$ cat src/rtl/zx_mem_pkg.sv
// Shared definitions for the Z80 memory-side blocks: FSM state type,
// SRAM geometry and the default fill value for unpopulated reads.
package zx_mem_pkg;

   localparam int          SRAM_AW      = 18;
   localparam logic [15:0] EXT_RAM_BASE = 16'h8000;
   localparam logic [7:0]  RAM_FILL     = 8'hFF;

   typedef enum logic [2:0] {
      ST_IDLE,
      ST_RD_SETUP,
      ST_RD_WAIT,
      ST_WR_SETUP,
      ST_WR_PULSE,
      ST_WR_HOLD,
      ST_RELEASE
   } ext_ram_state_t;

endpackage

$ cat src/rtl/strobe_sync.sv
// Multi-stage flip-flop synchroniser for active-low CPU strobes.
// Every stage resets to 1 so the strobes read as inactive out of reset.
module strobe_sync #(
   parameter int STAGES = 2,
   parameter int WIDTH  = 5
) (
   input  logic             clk,
   input  logic             reset,
   input  logic [WIDTH-1:0] din,
   output logic [WIDTH-1:0] dout
);

   logic [WIDTH-1:0] stage_reg [STAGES];

   // First stage samples the raw asynchronous strobes.
   always_ff @(posedge clk) begin
      if (reset) stage_reg[0] <= '1;
      else       stage_reg[0] <= din;
   end

   generate
      for (genvar gi = 1; gi < STAGES; gi++) begin : g_stage
         // Each further stage re-registers the previous one.
         always_ff @(posedge clk) begin
            if (reset) stage_reg[gi] <= '1;
            else       stage_reg[gi] <= stage_reg[gi-1];
         end
      end
   endgenerate

   assign dout = stage_reg[STAGES-1];

endmodule

$ cat src/rtl/ext_ram_bridge.sv
// Z80 bus to asynchronous SRAM bridge for the upper 32K (8000-FFFF).
// Synchronises the CPU strobes, runs one timed SRAM read or write per
// CPU cycle and holds the last read byte for the data-bus selector.
module ext_ram_bridge #(
   parameter int ACCESS_CYCLES = 2,
   parameter int SYNC_STAGES   = 2,
   parameter int SRAM_AW       = zx_mem_pkg::SRAM_AW
) (
   input  logic               clk_vram,
   input  logic               reset,
   input  logic [15:0]        A,
   input  logic [7:0]         D_in,
   input  logic               nMREQ,
   input  logic               nIORQ,
   input  logic               nRD,
   input  logic               nWR,
   input  logic               nRFSH,
   output logic [7:0]         ram_data,
   output logic               nwait,
   output logic               busy,
   output logic [SRAM_AW-1:0] sram_addr,
   output logic [7:0]         sram_dq_out,
   output logic               sram_dq_oe,
   input  logic [7:0]         sram_dq_in,
   output logic               sram_ce_n,
   output logic               sram_oe_n,
   output logic               sram_we_n,
   output logic               sram_lb_n,
   output logic               sram_ub_n
);
   import zx_mem_pkg::*;

   localparam logic [3:0] CNT_LOAD = 4'(ACCESS_CYCLES - 1);

   ext_ram_state_t state_reg;
   logic [3:0]     cnt_reg;
   logic [4:0]     strobe_sync_out;
   logic           mreq_s, iorq_s, rd_s, wr_s, rfsh_s;
   logic           qualify, rd_req, wr_req;
   logic [SRAM_AW-1:0] addr_next;

   strobe_sync #(.STAGES(SYNC_STAGES), .WIDTH(5)) u_strobe_sync (
      .clk   (clk_vram),
      .reset (reset),
      .din   ({nRFSH, nWR, nRD, nIORQ, nMREQ}),
      .dout  (strobe_sync_out)
   );

   assign {rfsh_s, wr_s, rd_s, iorq_s, mreq_s} = strobe_sync_out;

   // A is stable by the time the synchronised strobes qualify.
   assign qualify = !mreq_s && iorq_s && rfsh_s && (A >= EXT_RAM_BASE);
   assign rd_req  = qualify && !rd_s &&  wr_s;
   assign wr_req  = qualify &&  rd_s && !wr_s;
   assign addr_next = {{(SRAM_AW-15){1'b0}}, A[14:0]};

   // Only the low byte lane is used; lane enables are fixed.
   assign sram_lb_n = 1'b0;
   assign sram_ub_n = 1'b1;
   assign busy      = (state_reg != ST_IDLE);

   // Access sequencer; strobes are registered and set on entry to each state.
   always_ff @(posedge clk_vram) begin
      if (reset) begin
         state_reg   <= ST_IDLE;
         cnt_reg     <= '0;
         ram_data    <= RAM_FILL;
         nwait       <= 1'b1;
         sram_ce_n   <= 1'b1;
         sram_oe_n   <= 1'b1;
         sram_we_n   <= 1'b1;
         sram_dq_oe  <= 1'b0;
         sram_addr   <= '0;
         sram_dq_out <= '0;
      end else begin
         case (state_reg)
            ST_IDLE: begin
               if (rd_req) begin
                  sram_addr <= addr_next;
                  sram_ce_n <= 1'b0;
                  sram_oe_n <= 1'b0;
                  nwait     <= 1'b0;
                  state_reg <= ST_RD_SETUP;
               end else if (wr_req) begin
                  sram_addr   <= addr_next;
                  sram_dq_out <= D_in;
                  sram_ce_n   <= 1'b0;
                  sram_dq_oe  <= 1'b1;
                  nwait       <= 1'b0;
                  state_reg   <= ST_WR_SETUP;
               end
            end
            ST_RD_SETUP: begin
               cnt_reg   <= CNT_LOAD;
               state_reg <= ST_RD_WAIT;
            end
            ST_RD_WAIT: begin
               if (cnt_reg == 4'd0) begin
                  ram_data  <= sram_dq_in;
                  sram_ce_n <= 1'b1;
                  sram_oe_n <= 1'b1;
                  nwait     <= 1'b1;
                  state_reg <= ST_RELEASE;
               end else begin
                  cnt_reg <= cnt_reg - 4'd1;
               end
            end
            ST_WR_SETUP: begin
               sram_we_n <= 1'b0;
               cnt_reg   <= CNT_LOAD;
               state_reg <= ST_WR_PULSE;
            end
            ST_WR_PULSE: begin
               if (cnt_reg == 4'd0) begin
                  sram_we_n <= 1'b1;
                  state_reg <= ST_WR_HOLD;
               end else begin
                  cnt_reg <= cnt_reg - 4'd1;
               end
            end
            ST_WR_HOLD: begin
               sram_dq_oe <= 1'b0;
               sram_ce_n  <= 1'b1;
               nwait      <= 1'b1;
               state_reg  <= ST_RELEASE;
            end
            ST_RELEASE: begin
               // Wait for the CPU cycle to end so a held strobe cannot retrigger.
               if (mreq_s || (rd_s && wr_s)) state_reg <= ST_IDLE;
            end
            default: state_reg <= ST_IDLE;
         endcase
      end
   end

endmodule

$ cat config.mk
export PLATFORM = sky130hd
export DESIGN_NAME = ext_ram_bridge
export DESIGN_NICKNAME = d
export VERILOG_FILES = /design/src/rtl/zx_mem_pkg.sv /design/src/rtl/strobe_sync.sv /design/src/rtl/ext_ram_bridge.sv
export SDC_FILE = /design/constraint.sdc
export NUM_CORES = 1
export LEC_CHECK = 0
export CORE_MARGIN = 1.5
export CORE_UTILIZATION = 47
export DETAILED_ROUTE_END_ITERATION = 10
export PLACE_DENSITY = 0.85
export SYNTH_ARGS = -nofsm -noshare
export SYNTH_HDL_FRONTEND = slang
export SYNTH_SLANG_ARGS = --single-unit
$ cat constraint.sdc
create_clock -name clk_vram -period 3.1 [get_ports clk_vram]
set_input_delay 0.62 -clock clk_vram [delete_from_list [all_inputs] [get_ports clk_vram]]
set_output_delay 0.62 -clock clk_vram [all_outputs]
set_load 0.1 [all_outputs]
# == Word-level counts from Yosys, hierarchy flattened ==
# Memories as Yosys holds them, arrays and structs flattened.
# Index checks and enable logic that the tools add are counted.
# Widths: inputs -> output; s select.
# totals
output_inout_bits,42
latchBits,0
ram_bits,10
ff_bits,45
n_memories,1
rom_bits,0
# memory_table
name,depth,word_bits,rd,rd_ports_with_merged_regs,wr,line_no,text
u_strobe_sync.stage_reg,2,5,2,0,2,strobe_sync.sv:13,logic [WIDTH-1:0] stage_reg [STAGES];
# op_classes
n_mul,0
order_cmp,1
eq_ne,14
n_mux,25
n_shift,0
bitwise_logic,3
n_div,0
add_sub_neg,1
reduce_logical,32
# ops
op,count
$mux 18,2
$pmux 3 s7,1
$ge 16x16->1 const B,1
$mux 3,5
$ne 2x2->1 const B,7
$reduce_and 3->1,4
$mux 5,2
$reduce_bool 2->1,5
$eq 3x3->1 const B,3
$mux 1,9
$logic_and 1x1->1,8
$pmux 4 s2,1
$reduce_and 2->1,4
$eq 3x2->1 const B,2
$pmux 1 s2,3
$reduce_bool 3->1,2
$logic_not 4->1,1
$mux 4,1
$reduce_and 4->1,1
$reduce_or 2->1,2
$sub 4x1->4 const B,1
$eq 3x1->1 const B,1
$logic_not 1->1,3
$logic_not 3->1,1
other kinds (5),6

# == Logic depth before layout (Yosys ltp) ==
# An unclocked memory read counts as a cell.
# logic_depth
ltp_word,10
depth_mapped,8
depth_no_buf,6

# == Cells and area by module ==
# Synthesis repeated with hierarchy kept, for this count alone.
# unflattened
cells_unflattened,218
hier_area_um2,2089.5
# by_module_without_submodules
module,area_per_inst_um2,cells_each,n_inst
ext_ram_bridge,1826.8,198,1
strobe_sync,262.8,20,1

# == Least setup slack after synthesis ==
# No wires, ideal clock.
# synth_path
kind,register to output
startpoint,reg sram_ce_n
endpoint,out sram_ce_n
arrival_ns,1.374
path_stages_with_launch,2
setup_slack_ns,1.106
cell_sequence,dfxtp_1 > buf_4
# synth_rtl
element,line_no,text
start: declaration,ext_ram_bridge.sv:25,"output logic sram_ce_n,"
start signal: assignment,ext_ram_bridge.sv:69,sram_ce_n <= 1'b1;
start signal: assignment,ext_ram_bridge.sv:80,sram_ce_n <= 1'b0;
start signal: assignment,ext_ram_bridge.sv:87,sram_ce_n <= 1'b0;
# No word-level cell between the ends.

# == Final worst setup path ==
# layout_path
startpoint,reg cnt_reg[0]
endpoint,reg ram_data[0]
# layout_via
elab_chain_cells,2
# layout_lines
element,line_no,text
start: declaration,ext_ram_bridge.sv:36,logic [3:0] cnt_reg;
start signal: assignment,ext_ram_bridge.sv:105,cnt_reg <= cnt_reg - 4'd1;
start signal: assignment,ext_ram_bridge.sv:118,cnt_reg <= cnt_reg - 4'd1;
$logic_not 4->1,ext_ram_bridge.sv:98,if (cnt_reg == 4'd0) begin
$reduce_and 2->1 (no source line),-,
end signal: assignment,ext_ram_bridge.sv:99,ram_data <= sram_dq_in;
end: declaration,ext_ram_bridge.sv:18,"output logic [7:0] ram_data,"
# Every way passes these cells.
# A chain may end at the register's enable or synchronous reset.

==> results.toml <==
[run_status]
status = "complete, no violations"

[logic_synthesis]
synth_flop_cell = "dfxtp_1"
ys_ff_latch = 52
synth_edf_count = 0
async_flop_share_pct = 0
avgSynthCellArea_um2 = 10.1
synth_cell_types = 44
yosys_warnings = 0
seq_area_frac_synth_pct = 49.2
synthCells = 210
synth_area_um2 = 2120

[pwr]
switching_share_pct = 45.8
p_sw_mw = 1.03
combPwrFrac_pct = 45.2
seqPwrFrac_pct = 37.6
ir_drop_uv = 821
power_leakage_nw = 1.29
power_density_nw_per_um2 = 788
intPower_mw = 1.21
pwr-share-clk_pct = 17.2

[sta]
tightestPinTransition_ns = 0.809
max_freq_mhz = 455
finalMaxSlewViolations = 0
finalClockSkew_ns = 0.00794
hold_viol_final = 0
fin_tns_setup_ns = 0
maxSlewHeadroom_pct = 45.9
min_period_ns = 2.20
rsz0062_at_grt = "false"
period_share_pct = 71.0
setup_violations = 0

[layout]
mostFrequentLayoutCells = "dfxtp_1 (52), buf_4 (40), clkdlybuf4s50_1 (38)"
stdcell_count = 332
drive_gt1_share_pct = 22.1
antenna_cells = 0
final_common_cell = "dfxtp_1"
final_area_um2 = 2840
postLayoutCoreUtil_pct = 65.3
nets = 319
area_delta_synth_final_pct = 34.4
largest_register_ffs = 15

[die]
core_area_um2 = 4350
floorplan.initialDensity_pct = 48.6
io_pins = 81
die_area_um2 = 4910
die_w_um = 70.1
row_count = 24
die_h_um = 70.1

[detailed_routing]
drc = 0
ant_nets = 0
drtIter0Drc = 128
wl_mm = 4.25
first_pass_iters = 4
num_vias = 1700
vias_per_cell = 5.12
post_drt_wl_per_cell_um = 12.8

[worst_setup_path]
crit_family = "simple AND/OR/NAND/NOR gates"
rrSetupSlack_ns = 0.90
reg2reg_depth = 6
cp-end-kind = "flip-flop"
slowest_delay_ns = 0.67
required_ns = 3.29
cp_slowest_cell = "and4_1"
criticalPathCategory = "reg -> reg"
cp_max_fo = 18
r2r-start = "cnt_reg[0]$_SDFFE_PP0P_"
crit_arrival_ns = 2.39
critPathBufInv = 1
cp-start-kind = "flip-flop"
regToRegEndpoint = "ram_data[0]$_SDFFE_PP1P_"
worstPathCellList = "inv_1 -> ha_1 -> nor3b_4 -> and4_1 -> nor2b_1 -> a211o_1"

[worst_hold_path]
hold_class = "reg -> reg"
hold_end = "u_strobe_sync.stage_reg[1][0]$_SDFF_PP1_"
min_from = "u_strobe_sync.stage_reg[0][0]$_SDFF_PP1_"
hold_depth = 1

[grt]
grt_pass1_vias = 1638
grt-ovfl-total = 0
antenna_found_initial = 0
grt_pass1_wl_mm = 7.04
grt_max_degree = 27
grt_usage_pct = 17.9

[clock_network]
clkSinkCount = 52
clock_tree.buffer_depth = 2
post_cts_buffers = 0
cts_tree = "done"
hold_buffers = 0
clk_pin_slew_worst_paths_ns = 0.08
htreeDepth = 2
cts_resized = 0
numCtsBuffers = 5
clockRootBuffer = "clkbuf_8"
clk_latency_ns = 0.30

[place]
dp_hpwl_mm = 3.12
io_buffers = 75
place_area_um2 = 2750
dpl.cell_count = 324
globalplace.congestion = 0.728

[flow_run]
drv_cap = 0
metrics by stage:
stage                     hold slack, ns  worst slack, ns  power (mW)
after global routing               0.431            0.739        2.35
after CTS                          0.415            0.912        2.26
after global placement             0.392            0.888        1.85
final                              0.411            0.900        2.24
after detailed placement           0.393            0.861        1.87
after floorplan                    0.389             1.11        1.69
per-layer routing:
layer	track usage, %	vias to the layer above	share of wire [%]
li1	-	851	-
met1	18.8	786	40
met2	32.4	56	51
met3	7.22	7	7.7
met4	5.77	0	1.2
met5	0	-	0
cell families (layout without fill, tap and decap cells):
kind of cell / Yosys count / count (layout) / synth area share [%]
simple gates: 75 / 75 / 20.4
flops: 52 / 52 / 49.2
compound gates: 29 / 29 / 10.2
buf+inv: 24 / 91 / 6.68
mux: 23 / 23 / 10.9
xor+xnor: 4 / 4 / 1.66
other cells: 2 / 5 / 0.355
fa+ha+maj: 1 / 1 / 0.591
how the worst max path moves through the flow:
stage / slack, ns / end / depth (start not counted) / start
final: 0.90 / ram_data[0]$_SDFFE_PP1P_ / 6 / cnt_reg[0]$_SDFFE_PP0P_
after CTS: 0.91 / ram_data[0]$_SDFFE_PP1P_ / 6 / cnt_reg[0]$_SDFFE_PP0P_
after global placement: 0.89 / ram_data[1]$_SDFFE_PP1P_ / 3 / reset
after detailed placement: 0.86 / ram_data[0]$_SDFFE_PP1P_ / 3 / reset
after global routing: 0.74 / ram_data[7]$_SDFFE_PP1P_ / 6 / cnt_reg[0]$_SDFFE_PP0P_
after floorplan: 1.11 / sram_ce_n / 1 / sram_ce_n$_SDFFE_PP1P_
synthesized netlist by cell type, types with 2 or more instances:
| library cell | number | share of area, % |
|---|---|---|
| inv_1 | 5 | 0.89 |
| dfxtp_1 | 52 | 49 |
| nand2_1 | 5 | 0.89 |
| or2_2 | 10 | 3.0 |
| buf_2 | 2 | 0.47 |
| nor2_1 | 29 | 5.1 |
| buf_4 | 7 | 2.5 |
| mux2i_1 | 23 | 11 |
| nand2b_1 | 4 | 1.2 |
| conb_1 | 2 | 0.35 |
| clkbuf_1 | 7 | 1.2 |
| buf_6 | 3 | 1.6 |
| a21oi_1 | 7 | 1.7 |
| xnor2_1 | 4 | 1.7 |
| nor4_1 | 2 | 0.59 |
| o31ai_1 | 2 | 0.71 |
| nor3_1 | 2 | 0.47 |
| nor2b_1 | 9 | 2.7 |
| a211oi_1 | 2 | 0.71 |
| or4_1 | 2 | 0.71 |
| a211o_1 | 8 | 3.3 |
cell type report:
class,count,area (um2)
inverter,5,18.8
sequential,52,1040
clock buffer,6,82.6
multi-input combinational,137,945
timing repair buffer,78,681
tap,52,65.1
clock inverter,2,10.0
fill,350,1510
worst register-to-register path, stage by stage, from the launching register on:
cell and delay, ns:
dfxtp_1 0.36, inv_1 0.09, ha_1 0.18, nor3b_4 0.39
and4_1 0.67, nor2b_1 0.11, a211o_1 0.29
power groups by stage:
stage / logic (mW) / clock network [mW] / registers [mW]
finish: 1.01 / 0.386 / 0.842
global route: 1.06 / 0.432 / 0.856
CTS: 1.01 / 0.403 / 0.842
detailed placement: 1.01 / 0 / 0.856
global placement: 1.00 / 0 / 0.851
floorplan: 0.513 / 0 / 1.18
(Power assumes the default switching activity.)
==> variant 1: new RTL, same settings <==
Encoding of `ext_ram_state_t`: now one-hot (7 bits for 7 states).
--- a/src/rtl/zx_mem_pkg.sv
+++ b/src/rtl/zx_mem_pkg.sv
@@ -7,12 +7,12 @@
    localparam logic [7:0]  RAM_FILL     = 8'hFF;
 
-   typedef enum logic [2:0] {
-      ST_IDLE,
-      ST_RD_SETUP,
-      ST_RD_WAIT,
-      ST_WR_SETUP,
-      ST_WR_PULSE,
-      ST_WR_HOLD,
-      ST_RELEASE
+   typedef enum logic [6:0] {
+      ST_IDLE     = 7'b0000001,
+      ST_RD_SETUP = 7'b0000010,
+      ST_RD_WAIT  = 7'b0000100,
+      ST_WR_SETUP = 7'b0001000,
+      ST_WR_PULSE = 7'b0010000,
+      ST_WR_HOLD  = 7'b0100000,
+      ST_RELEASE  = 7'b1000000
    } ext_ram_state_t;
 
Behaviour: same outputs for any inputs over 10 cycles, from zero or initial values and one cycle with reset high; not proved beyond that.
==> variant 1 against the original RTL <==
Setup slack lost 460 ps. Final area up 6.1%. Routed wire length is 9.7% higher. Sequential cell count grew 4. Core utilization grew 2.1 points. Area after synthesis grew 5.9%. Worst hold slack improved by 5.4 ps.
Power is not compared: it rests on default switching activity, and its combinational part moved more than twofold at a synthesized area within 25%.
==> variant 1: results (changes against the original RTL) <==
[metrics] outcome: finished clean (unchanged)
[metrics] Cell variety after synth: 45 (was 44)
[metrics] leading cell types by count after synthesis: dfxtp_1 (56), mux2i_1 (31), nor2_1 (25) (was dfxtp_1 (52), nor2_1 (29), mux2i_1 (23))
[metrics] data arrival time of the worst path: 2040 ps (was 2390 ps)
[metrics] share of cells above drive strength 1: 0.2207 (was 0.2214)
[metrics] wire length of the first global-routing pass: 7.769 mm (was 7.044 mm)
[metrics] Final Instance Count excl. Fillers: 351 (was 332)
[metrics] drt initial violations: 72 (was 128)
[metrics] critical path's largest stage delay: 740 ps (was 670 ps)
[metrics] Reg area: 1121 um2 (was 1041 um2)
[metrics] synthesized instance count: 228 (was 210)
[metrics] number of multi-input logic gates: 153 (was 137)
[metrics] Routed wire per std cell: 13.27 um (was 12.79 um)
[metrics] pin count of the biggest net entering global routing: 40 (was 27)
[metrics] end of the worst register-to-register path: sram_dq_out[4] (was ram_data[0])
[metrics] proportion of cell area occupied by multi-input gates: 0.3393 (was 0.3323)
[metrics] tightest slew margin relative to the limit: 0.4791 (was 0.4589)
[metrics] Final Wtd Congestion: 0.7705 (was 0.7279)
[metrics] GR Util All Layers: 0.1887 (was 0.1789)
[metrics] NonClk Buf Share: 0.2256 (was 0.2394)
[metrics] start of the worst register-to-register path: state_reg[3] (was cnt_reg[0])
[metrics] sequential share of the synthesized area: 0.5006 (was 0.4920)
[metrics] worst clock skew: 10.31 ps (was 7.938 ps)
[metrics] Worst Hold End: u_strobe_sync.stage_reg[1][1] (was u_strobe_sync.stage_reg[1][0])
[metrics] DP Wirelength: 3.419 mm (was 3.121 mm)
[metrics] Hold Crit Start: u_strobe_sync.stage_reg[0][1] (was u_strobe_sync.stage_reg[0][0])
[metrics] number of vias in the routed layout: 1,832 (was 1,700)
[metrics] worst hold margin: 416.0 ps (was 410.6 ps)
[metrics] num sequential: 56 (was 52)
[metrics] Final Cell Area: 3017 um2 (was 2843 um2)
[variant 1: cell count changes in the layout (fill, tap and decap cells not counted), moves of 4 or more]
cell,before,now
nand3_1,0,5
nand2_1,5,18
mux2i_1,23,31
nor2b_1,9,1
nor2_1,29,25
nor3_1,2,6
a211o_1,8,1
dfxtp_1,52,56
[variant 1: routing by layer]
metal,track usage,vias to the layer above,wire length [um]
li1,-,915,-
met1,0.2222,831,1955
met2,0.3210,79,2223
met3,0.06667,7,411
met4,0.06289,0,66
met5,0,-,0
[variant 1: power by group]
part | total, mW | switching, mW | internal [mW]
logic | 0.124 | 0.0675 | 0.0560
registers | 0.730 | 0.00352 | 0.727
clock network | 0.478 | 0.233 | 0.244
total | 1.33 | 0.304 | 1.03
[variant 1: worst max-delay path by stage]
stage	endpoint	from	cells past startpoint	slack [ps]
final	busy	state_reg[3]	3	440
after global routing	busy	state_reg[3]	3	350
after CTS	busy	state_reg[3]	3	480
after detailed placement	sram_dq_out[4]	A[15]	5	680
after global placement	sram_dq_out[2]	A[15]	5	760
after floorplan	busy	state_reg[4]	3	860
[variant 1: cell families (layout without fill, tap and decap cells)]
group / after synthesis / count (layout) / synth area share
multiplexers: 31 / 31 / 0.1385
AO/OA/AOI/OAI: 20 / 20 / 0.06258
AND/OR/NAND/NOR: 92 / 92 / 0.2235
flip-flops: 56 / 56 / 0.5006
adder cells (fa/ha/maj): 1 / 1 / 0.005586
XOR/XNOR: 4 / 4 / 0.01565
other: 2 / 5 / 0.003353
buffers and inverters: 22 / 90 / 0.05028
[variant 1: critical path, delay by kind of cell (launching register included)]
| family | cells | cell delay, ps |
|---|---|---|
| and+or+nand+nor | 2 | 980 |
| buffers and inverters | 1 | 300 |
| DFF | 1 | 460 |
==> variant 2: new RTL, same settings <==
Made on the original files. Make the reset (`reset`) asynchronous in 3 clocked blocks.
--- a/src/rtl/strobe_sync.sv
+++ b/src/rtl/strobe_sync.sv
@@ -14,5 +14,5 @@
 
    // First stage samples the raw asynchronous strobes.
-   always_ff @(posedge clk) begin
+   always_ff @(posedge clk or posedge reset) begin
       if (reset) stage_reg[0] <= '1;
       else       stage_reg[0] <= din;
@@ -22,5 +22,5 @@
       for (genvar gi = 1; gi < STAGES; gi++) begin : g_stage
          // Each further stage re-registers the previous one.
-         always_ff @(posedge clk) begin
+         always_ff @(posedge clk or posedge reset) begin
             if (reset) stage_reg[gi] <= '1;
             else       stage_reg[gi] <= stage_reg[gi-1];
--- a/src/rtl/ext_ram_bridge.sv
+++ b/src/rtl/ext_ram_bridge.sv
@@ -61,5 +61,5 @@
 
    // Access sequencer; strobes are registered and set on entry to each state.
-   always_ff @(posedge clk_vram) begin
+   always_ff @(posedge clk_vram or posedge reset) begin
       if (reset) begin
          state_reg   <= ST_IDLE;
Check against the original RTL: differs if reset is asserted again (counterexample within 4 cycles, from zero or initial values and one cycle with reset high); with reset held inactive, the same outputs for 10 cycles.
==> variant 2 against the original RTL <==
Register-to-register slack improved by 440 ps. First-iteration DRC count fell by 34%. Setup slack got worse by 33 ps. Global-route usage fell by 1.1 points. Final area rose by 8.3%. Count of clock-buffer cells in the layout did not move. Area after synthesis rose by 8.9%. Sequential cell count did not move. Routed wire length fell by 7.0%. Core utilization fell by 0.12 points.
Power is not shown: default switching activity piles up to over one toggle a cycle in this logic, so the estimate is an artifact.
==> variant 2: results (changes against the original RTL) <==
[metrics] outcome: finished clean (unchanged)
[metrics] wire length the detailed router placed on met1: 1.633 mm (was 1.712 mm)
[metrics] Buffers, non-clock: 77 (was 78)
[metrics] GR Util All Layers: 0.1676 (was 0.1789)
[metrics] async set or reset register ratio after synthesis: 1.000 (was 0)
[metrics] multiplexer share of the synthesized area: 0.1727 (was 0.1088)
[metrics] critical path's largest stage delay: 610 ps (was 670 ps)
[metrics] area share of fa/ha/maj cells after synthesis: 0.01086 (was 0.005914)
[metrics] Routed wire per std cell: 12.49 um (was 12.79 um)
[metrics] share of cells above drive strength 1: 0.4297 (was 0.2214)
[metrics] drt initial violations: 84 (was 128)
[metrics] DP Wirelength: 2.913 mm (was 3.121 mm)
[metrics] average vias per placed instance: 4.902 (was 5.120)
[metrics] Std-Cell Rows: 25 (was 24)
[metrics] highest-delay cell along the critical path: dfrtp_1 (was and4_1)
[metrics] cell area after placement: 2992 um2 (was 2750 um2)
[metrics] area fraction of clock buffers and clock inverters: 0.02805 (was 0.03257)
[metrics] share of the synthesized netlist area taken by xor and xnor gates: 0.01086 (was 0.01656)
[metrics] routed wl met2: 2.027 mm (was 2.154 mm)
[metrics] via count of the first global-routing pass: 1,515 (was 1,638)
[metrics] met3 demand-to-capacity share in global routing: 0.04144 (was 0.07215)
[metrics] data arrival time of the worst path: 1610 ps (was 2390 ps)
[metrics] pin count of the biggest net entering global routing: 43 (was 27)
[metrics] FILL cells: 361 (was 350)
[metrics] NonClk Buf Share: 0.2187 (was 0.2394)
[metrics] # nets final: 289 (was 319)
[metrics] tightest slew margin relative to the limit: 0.4612 (was 0.4589)
[metrics] number of multi-input logic gates: 104 (was 137)
[metrics] met1 Usage GRT: 0.2102 (was 0.1880)
[metrics] DR WL met3: 227 um (was 329 um)
[metrics] wire length of the first global-routing pass: 6.837 mm (was 7.044 mm)
[metrics] complex-gate fraction of the synthesized area: 0.07768 (was 0.1023)
[metrics] post-cts gate resize count: 0 (unchanged)
[metrics] kind of cell adding the most delay to the critical path: flip-flops (was simple AND/OR/NAND/NOR gates)
[metrics] number of signal-net inverters in the final layout: 8 (was 5)
[metrics] leading cell types by count after synthesis: dfrtp_1 (31), mux2_2 (22), dfstp_2 (21) (was dfxtp_1 (52), nor2_1 (29), mux2i_1 (23))
[metrics] met2 track demand over resource: 0.2707 (was 0.3238)
[metrics] top cells by area, synth: dfrtp_1 (34%), dfstp_2 (24%), mux2_2 (11%) (was dfxtp_1 (49%), mux2i_1 (11%), nor2_1 (5.1%))
==> variant 2: metrics by stage <==
| step | utilization | setup WS [ps] | cells |
|---|---|---|---|
| 6_report | 0.6517 | 866.9 | 316 |
| 5_1_grt | 0.6517 | 780.9 | 316 |
| 4_1_cts | 0.6517 | 857.8 | 316 |
| 3_5_place_dp | 0.6334 | 910.5 | 308 |
| 3_3_place_gp | 0.6334 | 949.2 | 308 |
| 2_1_floorplan | - | 1242 | 176 |
==> variant 2: path summary, 6_finish.rpt <==
path	start	to	slack (ps)	cells after the start
max	state_reg[2]	busy	870	3
min	u_strobe_sync.stage_reg[5]	u_strobe_sync.dout[0]	360	0
max reg2reg	state_reg[2]	sram_addr[8]	1340	3
min reg2reg	u_strobe_sync.stage_reg[5]	u_strobe_sync.dout[0]	360	0
max in group asynchronous	reset	ram_data[6]	1600	3
min in group asynchronous	reset	sram_dq_out[7]	790	2
